--- src/rtl/mc_ctrl_pkg.sv ---
// Shared encodings for the multicycle MIPS control unit: states, opcodes, funcs,
// mux selects and the Moore strobe decode used by the FSM.
package mc_ctrl_pkg;

    typedef enum logic [3:0] {
        IDLE      = 4'd0,
        FETCH     = 4'd1,
        DECODE    = 4'd2,
        MEMADR    = 4'd3,
        MEMRD     = 4'd4,
        MEMWB     = 4'd5,
        MEMWR     = 4'd6,
        EXEC      = 4'd7,
        RTYPE_WB  = 4'd8,
        ADDI_EXEC = 4'd9,
        ADDI_WB   = 4'd10,
        BRANCH    = 4'd11,
        JUMP      = 4'd12,
        ILLEGAL   = 4'd13
    } state_t;

    localparam logic [5:0] OP_RTYPE = 6'h00;
    localparam logic [5:0] OP_J     = 6'h02;
    localparam logic [5:0] OP_BEQ   = 6'h04;
    localparam logic [5:0] OP_BNE   = 6'h05;
    localparam logic [5:0] OP_ADDI  = 6'h08;
    localparam logic [5:0] OP_LW    = 6'h23;
    localparam logic [5:0] OP_SW    = 6'h2B;

    localparam logic [5:0] FN_ADD = 6'h20;
    localparam logic [5:0] FN_SUB = 6'h22;
    localparam logic [5:0] FN_AND = 6'h24;
    localparam logic [5:0] FN_OR  = 6'h25;
    localparam logic [5:0] FN_SLT = 6'h2A;

    localparam logic [2:0] ALUSEL_AND = 3'b000;
    localparam logic [2:0] ALUSEL_OR  = 3'b001;
    localparam logic [2:0] ALUSEL_ADD = 3'b010;
    localparam logic [2:0] ALUSEL_SUB = 3'b110;
    localparam logic [2:0] ALUSEL_SLT = 3'b111;

    localparam logic [1:0] ALUSRCB_REG = 2'd0;
    localparam logic [1:0] ALUSRCB_ONE = 2'd1;
    localparam logic [1:0] ALUSRCB_IMM = 2'd2;

    localparam logic [1:0] PCSRC_ALU    = 2'd0;
    localparam logic [1:0] PCSRC_ALUOUT = 2'd1;
    localparam logic [1:0] PCSRC_JUMP   = 2'd2;

    typedef struct packed {
        logic       pc_en;
        logic       iord;
        logic       mem_read;
        logic       mem_write;
        logic       mem_to_reg;
        logic       ir_write;
        logic       reg_write;
        logic       reg_dst;
        logic       alu_src_a;
        logic [1:0] alu_src_b;
        logic [1:0] pc_source;
        logic [2:0] alu_sel;
        logic       instr_done;
        logic       illegal;
    } ctrl_t;

    // State-only strobes; BRANCH PCEn and EXEC ALUSel are completed in the top.
    function automatic ctrl_t moore_ctrl(input state_t s);
        ctrl_t c;
        c = '0;
        case (s)
            FETCH: begin
                c.mem_read  = 1'b1;
                c.ir_write  = 1'b1;
                c.alu_src_b = ALUSRCB_ONE;
                c.alu_sel   = ALUSEL_ADD;
                c.pc_source = PCSRC_ALU;
                c.pc_en     = 1'b1;
            end
            DECODE: begin
                c.alu_src_b = ALUSRCB_IMM;
                c.alu_sel   = ALUSEL_ADD;
            end
            MEMADR, ADDI_EXEC: begin
                c.alu_src_a = 1'b1;
                c.alu_src_b = ALUSRCB_IMM;
                c.alu_sel   = ALUSEL_ADD;
            end
            MEMRD: begin
                c.iord     = 1'b1;
                c.mem_read = 1'b1;
            end
            MEMWB: begin
                c.reg_write  = 1'b1;
                c.mem_to_reg = 1'b1;
                c.instr_done = 1'b1;
            end
            MEMWR: begin
                c.iord       = 1'b1;
                c.mem_write  = 1'b1;
                c.instr_done = 1'b1;
            end
            EXEC: begin
                c.alu_src_a = 1'b1;
                c.alu_src_b = ALUSRCB_REG;
            end
            RTYPE_WB: begin
                c.reg_write  = 1'b1;
                c.reg_dst    = 1'b1;
                c.instr_done = 1'b1;
            end
            ADDI_WB: begin
                c.reg_write  = 1'b1;
                c.instr_done = 1'b1;
            end
            BRANCH: begin
                c.alu_src_a  = 1'b1;
                c.alu_src_b  = ALUSRCB_REG;
                c.alu_sel    = ALUSEL_SUB;
                c.pc_source  = PCSRC_ALUOUT;
                c.instr_done = 1'b1;
            end
            JUMP: begin
                c.pc_source  = PCSRC_JUMP;
                c.pc_en      = 1'b1;
                c.instr_done = 1'b1;
            end
            ILLEGAL: c.illegal = 1'b1;
            default: c = '0;
        endcase
        return c;
    endfunction

endpackage

--- src/rtl/alu_decoder.sv ---
// R-type func field to ALU operation select, with a flag marking supported funcs.
module alu_decoder
    import mc_ctrl_pkg::*;
(
    input  logic [5:0] func_i,
    output logic [2:0] alu_sel_o,
    output logic       func_valid_o
);

    always_comb begin
        alu_sel_o    = ALUSEL_AND;
        func_valid_o = 1'b1;
        case (func_i)
            FN_ADD:  alu_sel_o = ALUSEL_ADD;
            FN_SUB:  alu_sel_o = ALUSEL_SUB;
            FN_AND:  alu_sel_o = ALUSEL_AND;
            FN_OR:   alu_sel_o = ALUSEL_OR;
            FN_SLT:  alu_sel_o = ALUSEL_SLT;
            default: func_valid_o = 1'b0;
        endcase
    end

endmodule

--- src/rtl/mc_control_fsm.sv ---
// Multicycle MIPS control FSM: fetch/decode/execute/memory/writeback sequencing
// with run gate, sticky illegal-instruction halt and per-instruction retire pulse.
module mc_control_fsm
    import mc_ctrl_pkg::*;
(
    input  logic       clk,
    input  logic       rst,
    input  logic       run,
    input  logic [5:0] opcode,
    input  logic [5:0] func,
    input  logic       zero,
    output logic       PCEn,
    output logic       IorD,
    output logic       MemRead,
    output logic       MemWrite,
    output logic       MemtoReg,
    output logic       IRWrite,
    output logic       RegWrite,
    output logic       RegDst,
    output logic       ALUSrcA,
    output logic [1:0] ALUSrcB,
    output logic [1:0] PCSource,
    output logic [2:0] ALUSel,
    output logic       illegal,
    output logic       instr_done,
    output logic [3:0] state_dbg
);

    state_t     state_q, state_d;
    ctrl_t      ctrl_q;
    logic [2:0] func_sel;
    logic       func_valid;
    logic       branch_take;

    alu_decoder u_alu_dec (
        .func_i       (func),
        .alu_sel_o    (func_sel),
        .func_valid_o (func_valid)
    );

    always_comb begin
        state_d = state_q;
        case (state_q)
            IDLE:   if (run) state_d = FETCH;
            FETCH:  state_d = DECODE;
            DECODE: begin
                case (opcode)
                    OP_LW, OP_SW:   state_d = MEMADR;
                    OP_RTYPE:       state_d = func_valid ? EXEC : ILLEGAL;
                    OP_ADDI:        state_d = ADDI_EXEC;
                    OP_BEQ, OP_BNE: state_d = BRANCH;
                    OP_J:           state_d = JUMP;
                    default:        state_d = ILLEGAL;
                endcase
            end
            MEMADR:    state_d = (opcode == OP_SW) ? MEMWR : MEMRD;
            MEMRD:     state_d = MEMWB;
            EXEC:      state_d = RTYPE_WB;
            ADDI_EXEC: state_d = ADDI_WB;
            MEMWB, MEMWR, RTYPE_WB, ADDI_WB, BRANCH, JUMP: state_d = IDLE;
            ILLEGAL:   state_d = ILLEGAL;
            default:   state_d = IDLE;
        endcase
    end

    // Strobes are registered from the next state so they line up with state_q.
    always_ff @(posedge clk) begin
        if (rst) begin
            state_q <= IDLE;
            ctrl_q  <= '0;
        end else begin
            state_q <= state_d;
            ctrl_q  <= moore_ctrl(state_d);
        end
    end

    assign branch_take = (opcode == OP_BNE) ? ~zero : zero;

    assign PCEn       = ctrl_q.pc_en | ((state_q == BRANCH) & branch_take);
    assign ALUSel     = (state_q == EXEC) ? func_sel : ctrl_q.alu_sel;
    assign IorD       = ctrl_q.iord;
    assign MemRead    = ctrl_q.mem_read;
    assign MemWrite   = ctrl_q.mem_write;
    assign MemtoReg   = ctrl_q.mem_to_reg;
    assign IRWrite    = ctrl_q.ir_write;
    assign RegWrite   = ctrl_q.reg_write;
    assign RegDst     = ctrl_q.reg_dst;
    assign ALUSrcA    = ctrl_q.alu_src_a;
    assign ALUSrcB    = ctrl_q.alu_src_b;
    assign PCSource   = ctrl_q.pc_source;
    assign illegal    = ctrl_q.illegal;
    assign instr_done = ctrl_q.instr_done;
    assign state_dbg  = state_q;

endmodule

--- config.mk ---
export PLATFORM = sky130hd
export DESIGN_NAME = mc_control_fsm
export DESIGN_NICKNAME = d
export VERILOG_FILES = /design/src/rtl/mc_ctrl_pkg.sv /design/src/rtl/alu_decoder.sv /design/src/rtl/mc_control_fsm.sv
export SDC_FILE = /design/constraint.sdc
export NUM_CORES = 1
export LEC_CHECK = 0
export CAP_MARGIN = 30
export CORE_MARGIN = 1.5
export CORE_UTILIZATION = 44
export DETAILED_ROUTE_END_ITERATION = 8
export GPL_ROUTABILITY_DRIVEN = 0
export PLACE_DENSITY = 0.78
export SKIP_CTS_REPAIR_TIMING = 1
export SYNTH_ARGS = -nofsm -noshare
export SYNTH_HDL_FRONTEND = slang
export SYNTH_SLANG_ARGS = --single-unit
--- constraint.sdc ---
create_clock -name clk -period 2.53 [get_ports clk]
set_clock_uncertainty 0.05 [all_clocks]
set_input_delay 0.506 -clock clk [delete_from_list [all_inputs] [get_ports clk]]
set_output_delay 0.506 -clock clk [all_outputs]
set_load 0.03 [all_outputs]
==> metrics, run 1 <==
overflow left after global routing=0; hold crit path type=input port to flip-flop; Clock Path Buffers=2; Clock Sinks=20; number of port buffers=37; setup TNS=0 ns; Setup WS post-layout=between 0.09 and 0.1 ns; antenna violations before repair=0; HPWL after detailed placement=~2200 microns; count of cell types in the netlist=just under 50; RSZ-0062 raised after global routing=no; max_cap viols=0; net count after synthesis=137; CTS Buf Count=3; global-route wire length before repair=4620 microns; Pwr Density=542 nW/um^2; worst r2r dst=ALUSrcB[1]; IO Pins=38; area occupied by registers=~400 sq um; Most used DFF post-synth=dfxtp_1; area delta synth->final=49.5%; Final Hold Viols=0; area of the multi-input gates=approximately 630 sq um; Synth top cells by count=20 x dfxtp_1, 10 x nor2_1, 7 x nand2_1; core region area=roughly 2300 sq um; R2R setup slack=roughly 0.42 ns; Slew headroom=65.9%; Global Route Usage Sum=approximately 22%; maximum fanout along the worst path=3; post-route cell area=around 1600 sq um; largest net degree at the start of global routing=15; worst slew pin tran=0.509 ns; post-synthesis async set-or-reset flop share=0%; top post-synthesis cells by area=dfxtp_1 36%, a211oi_2 3.4%, nor2_1 3.4%; H-tree Lvls=1; drt pass-1 iters=4; drt drc=0; Final min period=2.43 ns; data arrival time of the worst path=~1.9 ns; diode count=0; nets=186; register bit total from synthesis=20; worst skew pair latency=roughly 0.32 ns; CP Launch Point=opcode[4]; Die Y=around 53 microns; R2R depth=6; Setup violations, final=0; DR vias/cell=between 5 and 6; Max VDD drop=between 0.4 and 0.5 mV; status=completed; Avg WL per Cell=14.6 microns; clock-pin slew on the worst setup and hold paths=roughly 0.12 ns; Ys Warns=0; vias in the first global route=1078; Post-Synthesis Cells=about 120; FF-to-FF Start=state_dbg[1]; crit path to=PCEn; drt total wl=~2900 microns; CTS root buffer=clkbuf_4; DRT antenna net count=0; Setup WS pre-CTS=-0.191 ns; critical path type=input port to primary output; Rows=17; share of cells above drive strength 1=27.2%; biggest area consumer among synthesized cells=dfxtp_1; P_leak=0.664 nW; Slew Viols, Final=0; Synth Cell Area=approximately 1100 sq um; fill cell count=between 150 and 200; vias=between 1000 and 1500; crit end category=primary output; Startpoint Class=input port; Post-synth EDFFs=0; TritonCTS clock tree=yes; final core utilization=72.1%; most frequent cell after synthesis=dfxtp_1; placement-stage cell area=between 1500 and 2000 sq um; CP Data Required Time=1.97 ns; area fraction of the dominant cell type after synthesis=a little over a third; fin crit share=between 90% and 100%; Die Area=around 2800 sq um; DRT iter0 DRCs=13; Mean Syn Cell Area=between 9 and 10 sq um; post-synthesis sequential area ratio=approximately 36%; initial core utilization=48.2%; die width=around 53 microns; fmax=411 MHz
placed cells by master, fill, tap and decap left out, types with 2 or more instances in the layout:
cell / n
clkdlybuf4s50_1: 28
buf_4: 22
dfxtp_1: 20
nor2_1: 10
nand2_1: 7
nor2b_1: 5
nand3_1: 5
nor3_1: 5
dlymetal6s2s_1: 5
a21oi_1: 4
inv_1: 3
nand2b_1: 3
a211oi_2: 3
clkbuf_4: 3
a21o_1: 2
xnor2_1: 2
o31a_1: 2
nor3_2: 2
nor4_1: 2
o21ai_0: 2
or2_1: 2
nand3b_1: 2
inv_2: 2
stage by stage:
step | hold WS [ns] | std cells | power, W
floorplan | 0.548 | 121 | 0.000514
global placement | 0.618 | 192 | 0.000613
detailed placement | 0.638 | 192 | 0.000620
CTS | 0.657 | 196 | 0.000886
global route | 0.623 | 197 | 0.000920
finish | 0.605 | 197 | 0.000889
sequential cells by signal, summed over array words and instances, names as in the netlist:
signal,cells
instr_done,1
PCSource,2
IRWrite,1
RegWrite,1
MemtoReg,1
MemWrite,1
illegal,1
IorD,1
MemRead,1
ALUSrcA,1
ALUSrcB,1
RegDst,1
state_dbg,4
ctrl_q,3
routing by layer:
layer | track usage, % | share of wire, % | vias up | wire, microns
li1 | - | - | 528 | -
met3 | 7.63 | 6.7 | 4 | 194
met5 | 0 | 0 | - | 0
met4 | 5.56 | 0.87 | 0 | 25
met1 | 25.0 | 44 | 507 | 1260
met2 | 40.2 | 48 | 33 | 1390
worst min path at each step:
stage	startpoint	end	slack [ns]	cells past startpoint
4_1_cts	state_dbg[1]	IorD	0.66	2
6_report	opcode[3]	MemWrite	0.61	4
2_1_floorplan	rst	state_dbg[0]	0.55	1
5_1_grt	opcode[3]	MemWrite	0.62	4
3_5_place_dp	state_dbg[1]	IorD	0.64	2
3_3_place_gp	state_dbg[1]	IorD	0.62	2
area by class of cell:
| type | count | share of cell area, % |
|---|---|---|
| flip-flops and latches | 20 | 24.4 |
| inverters | 5 | 1.14 |
| repair buffers | 55 | 31.0 |
| well taps | 28 | 2.14 |
| clock inverters | 1 | 1.83 |
| clock buffers | 3 | 1.37 |
| multi-input cells | 85 | 38.1 |
logic make-up (layout without fill, tap and decap cells):
kind of cell	count (synthesis)	count (layout)	synth area share [%]
xor gates and xnor gates	2	2	1.60
AOI/OAI and AO/OA	27	27	22.1
buffers and inverters	16	64	7.98
muxes	1	1	1.03
DFF	20	20	36.5
and+or+nand+nor	55	55	30.8
worst max-delay path, stage by stage:
cell	delay (ns)
clkdlybuf4s50_1	0.44
buf_4	0.16
nor2b_2	0.14
nand2_1	0.08
xnor2_1	0.14
a31o_2	0.25
buf_4	0.16
where the power goes:
part	internal, W	switching, W
Combinational	0.000125	0.000135
Clock	0.000160	0.000112
Sequential	0.000334	0.0000227
(Power assumes the default switching activity.)
==> run 2: changes to the inputs <==
- CTS_CLUSTER_SIZE: not set -> 24
- RECOVER_POWER: not set -> 25
==> metrics, run 2 (synthesized netlist as in run 1, its figures left out) <==
vias=1069 (-0.28%); final core utilization=71.9% (-0.22 points); antenna violations before repair=0 (unchanged); area occupied by registers=400 sq um (unchanged); area of the multi-input gates=621 sq um (-0.80%); drt drc=0 (unchanged); share of cells above drive strength 1=26.6% (-0.59 points); DRT antenna net count=0 (unchanged); H-tree Lvls=1 (unchanged); Global Route Usage Sum=22.3% (unchanged); CTS root buffer=clkbuf_4; diode count=0 (unchanged); crit path cell chain=clkdlybuf4s50_1 > buf_4 > nor2b_2 > nand2_1 > xnor2_1 > a31o_2 > buf_4; area delta synth->final=49.0%; IO Pins=38 (unchanged); overflow left after global routing=0 (unchanged); Max VDD drop=0.475 mV (-0.10%); number of port buffers=37 (unchanged); Critical Path Most Common Cell=buf_4; setup TNS=0 ns (unchanged); worst skew pair latency=0.32 ns (about the same); data arrival time of the worst path=1.88 ns (about the same); die width=52.9 microns (unchanged); Rows=17 (unchanged); Startpoint Class=input port; initial core utilization=48.2% (unchanged); RSZ-0062 raised after global routing=no; CTS Buf Count=3 (unchanged); TritonCTS clock tree=yes; worst r2r dst=ALUSrcB[1]; maximum fanout along the worst path=3 (unchanged); Pwr Density=543 nW/um^2 (about the same); hold crit path type=input port to flip-flop; fin crit share=96.2% (about the same); crit end category=primary output; drt pass-1 iters=4 (unchanged); Final Hold Viols=0 (unchanged); FF-to-FF Start=state_dbg[1]; most frequent cells in the layout=22 x clkdlybuf4s50_1, 22 x buf_4, 20 x dfxtp_1; Setup violations, final=0 (unchanged); clock-pin slew on the worst setup and hold paths=0.12 ns (about the same); slowest CP cell=clkdlybuf4s50_1; vias in the first global route=1078 (unchanged); DRT iter0 DRCs=13 (unchanged); critical hold path startpoint=opcode[3]; HPWL after detailed placement=2230 microns (unchanged); Clock Path Buffers=2 (unchanged); critical path type=input port to primary output; status=completed; Buf/Inv on CP=3 (unchanged); highest cell delay on the worst timing path=0.44 ns (about the same); nets=186 (unchanged); Slew headroom=55.9% (-10 points); largest net degree at the start of global routing=15 (unchanged); Clock Sinks=20 (unchanged); hold path cells=4 (unchanged); R2R setup slack=0.21 ns (-0.21 ns); R2R depth=6 (unchanged); Hold Slack=0.605 ns (-0.000145 ns); Avg WL per Cell=14.5 microns (-0.38%); Final min period=2.43 ns (-0.000327 ns); Die Area=2800 sq um (unchanged); P_leak=0.678 nW (+2.2%); fmax=411 MHz (about the same); CP Data Required Time=1.97 ns (about the same); worst slew pin tran=0.656 ns (+0.147 ns); core region area=2280 sq um (unchanged); Worst Hold End=MemWrite; Slew Viols, Final=0 (unchanged); max_cap viols=0 (unchanged); Die Y=52.9 microns (unchanged); delay-heaviest family, CP=buffers and inverters; DR vias/cell=5.43 (-0.28%); max reg flops=4 (unchanged); fill cell count=192 (unchanged); drt total wl=2860 microns (-0.38%); global-route wire length before repair=4620 microns (unchanged)
[run 2: report_power, final]
group | switching, W | internal [W] | leakage (nW) | total (W)
clock network | 0.000112 | 0.000160 | 0.0279 | 0.000272
registers | 0.0000222 | 0.000334 | 0.163 | 0.000356
logic | 0.000134 | 0.000124 | 0.488 | 0.000258
[run 2: through the flow]
| stage | power, W | setup WS (ns) | cells | instance area [sq um] |
|---|---|---|---|---|
| after floorplan | 0.000514 | 0.0320 | 121 | 1100 |
| after global placement | 0.000613 | -0.127 | 192 | 1560 |
| after detailed placement | 0.000620 | -0.191 | 192 | 1560 |
| after CTS | 0.000886 | -0.0753 | 196 | 1610 |
| after global routing | 0.000918 | 0.0224 | 197 | 1640 |
| final | 0.000887 | 0.0972 | 197 | 1640 |
[run 2: tightest hold or removal path, delay by kind of cell]
family / cells / cell delay [ns]
buf+inv: 2 / 0.28
simple gates: 2 / 0.15
[run 2: worst max path at each step]
stage                             from          to  slack, ns  cells after the start
after CTS                    opcode[1]        PCEn      -0.08                      6
after detailed placement     opcode[2]  ctrl_q[17]      -0.19                      7
after global routing      state_dbg[2]   ALUSel[2]       0.02                      4
final                        opcode[4]        PCEn        0.1                      7
after global placement       opcode[2]  ctrl_q[17]      -0.13                      7
after floorplan           state_dbg[2]   ALUSel[0]       0.03                      4
[run 2: area by class of cell]
class / count / area share, %
clock buffers: 3 / 1.38
clock inverters: 1 / 1.84
inverters: 5 / 1.15
multi-input cells: 85 / 37.9
flip-flops and latches: 20 / 24.5
well taps: 28 / 2.14
repair buffers: 55 / 31.1
[run 2: layer usage]
layer / global-route usage, % / vias to the layer above / share of wire (%)
li1: - / 529 / -
met1: 25.0 / 503 / 44
met2: 40.2 / 33 / 49
met3: 7.63 / 4 / 6.8
met4: 5.56 / 0 / 0.87
met5: 0 / - / 0
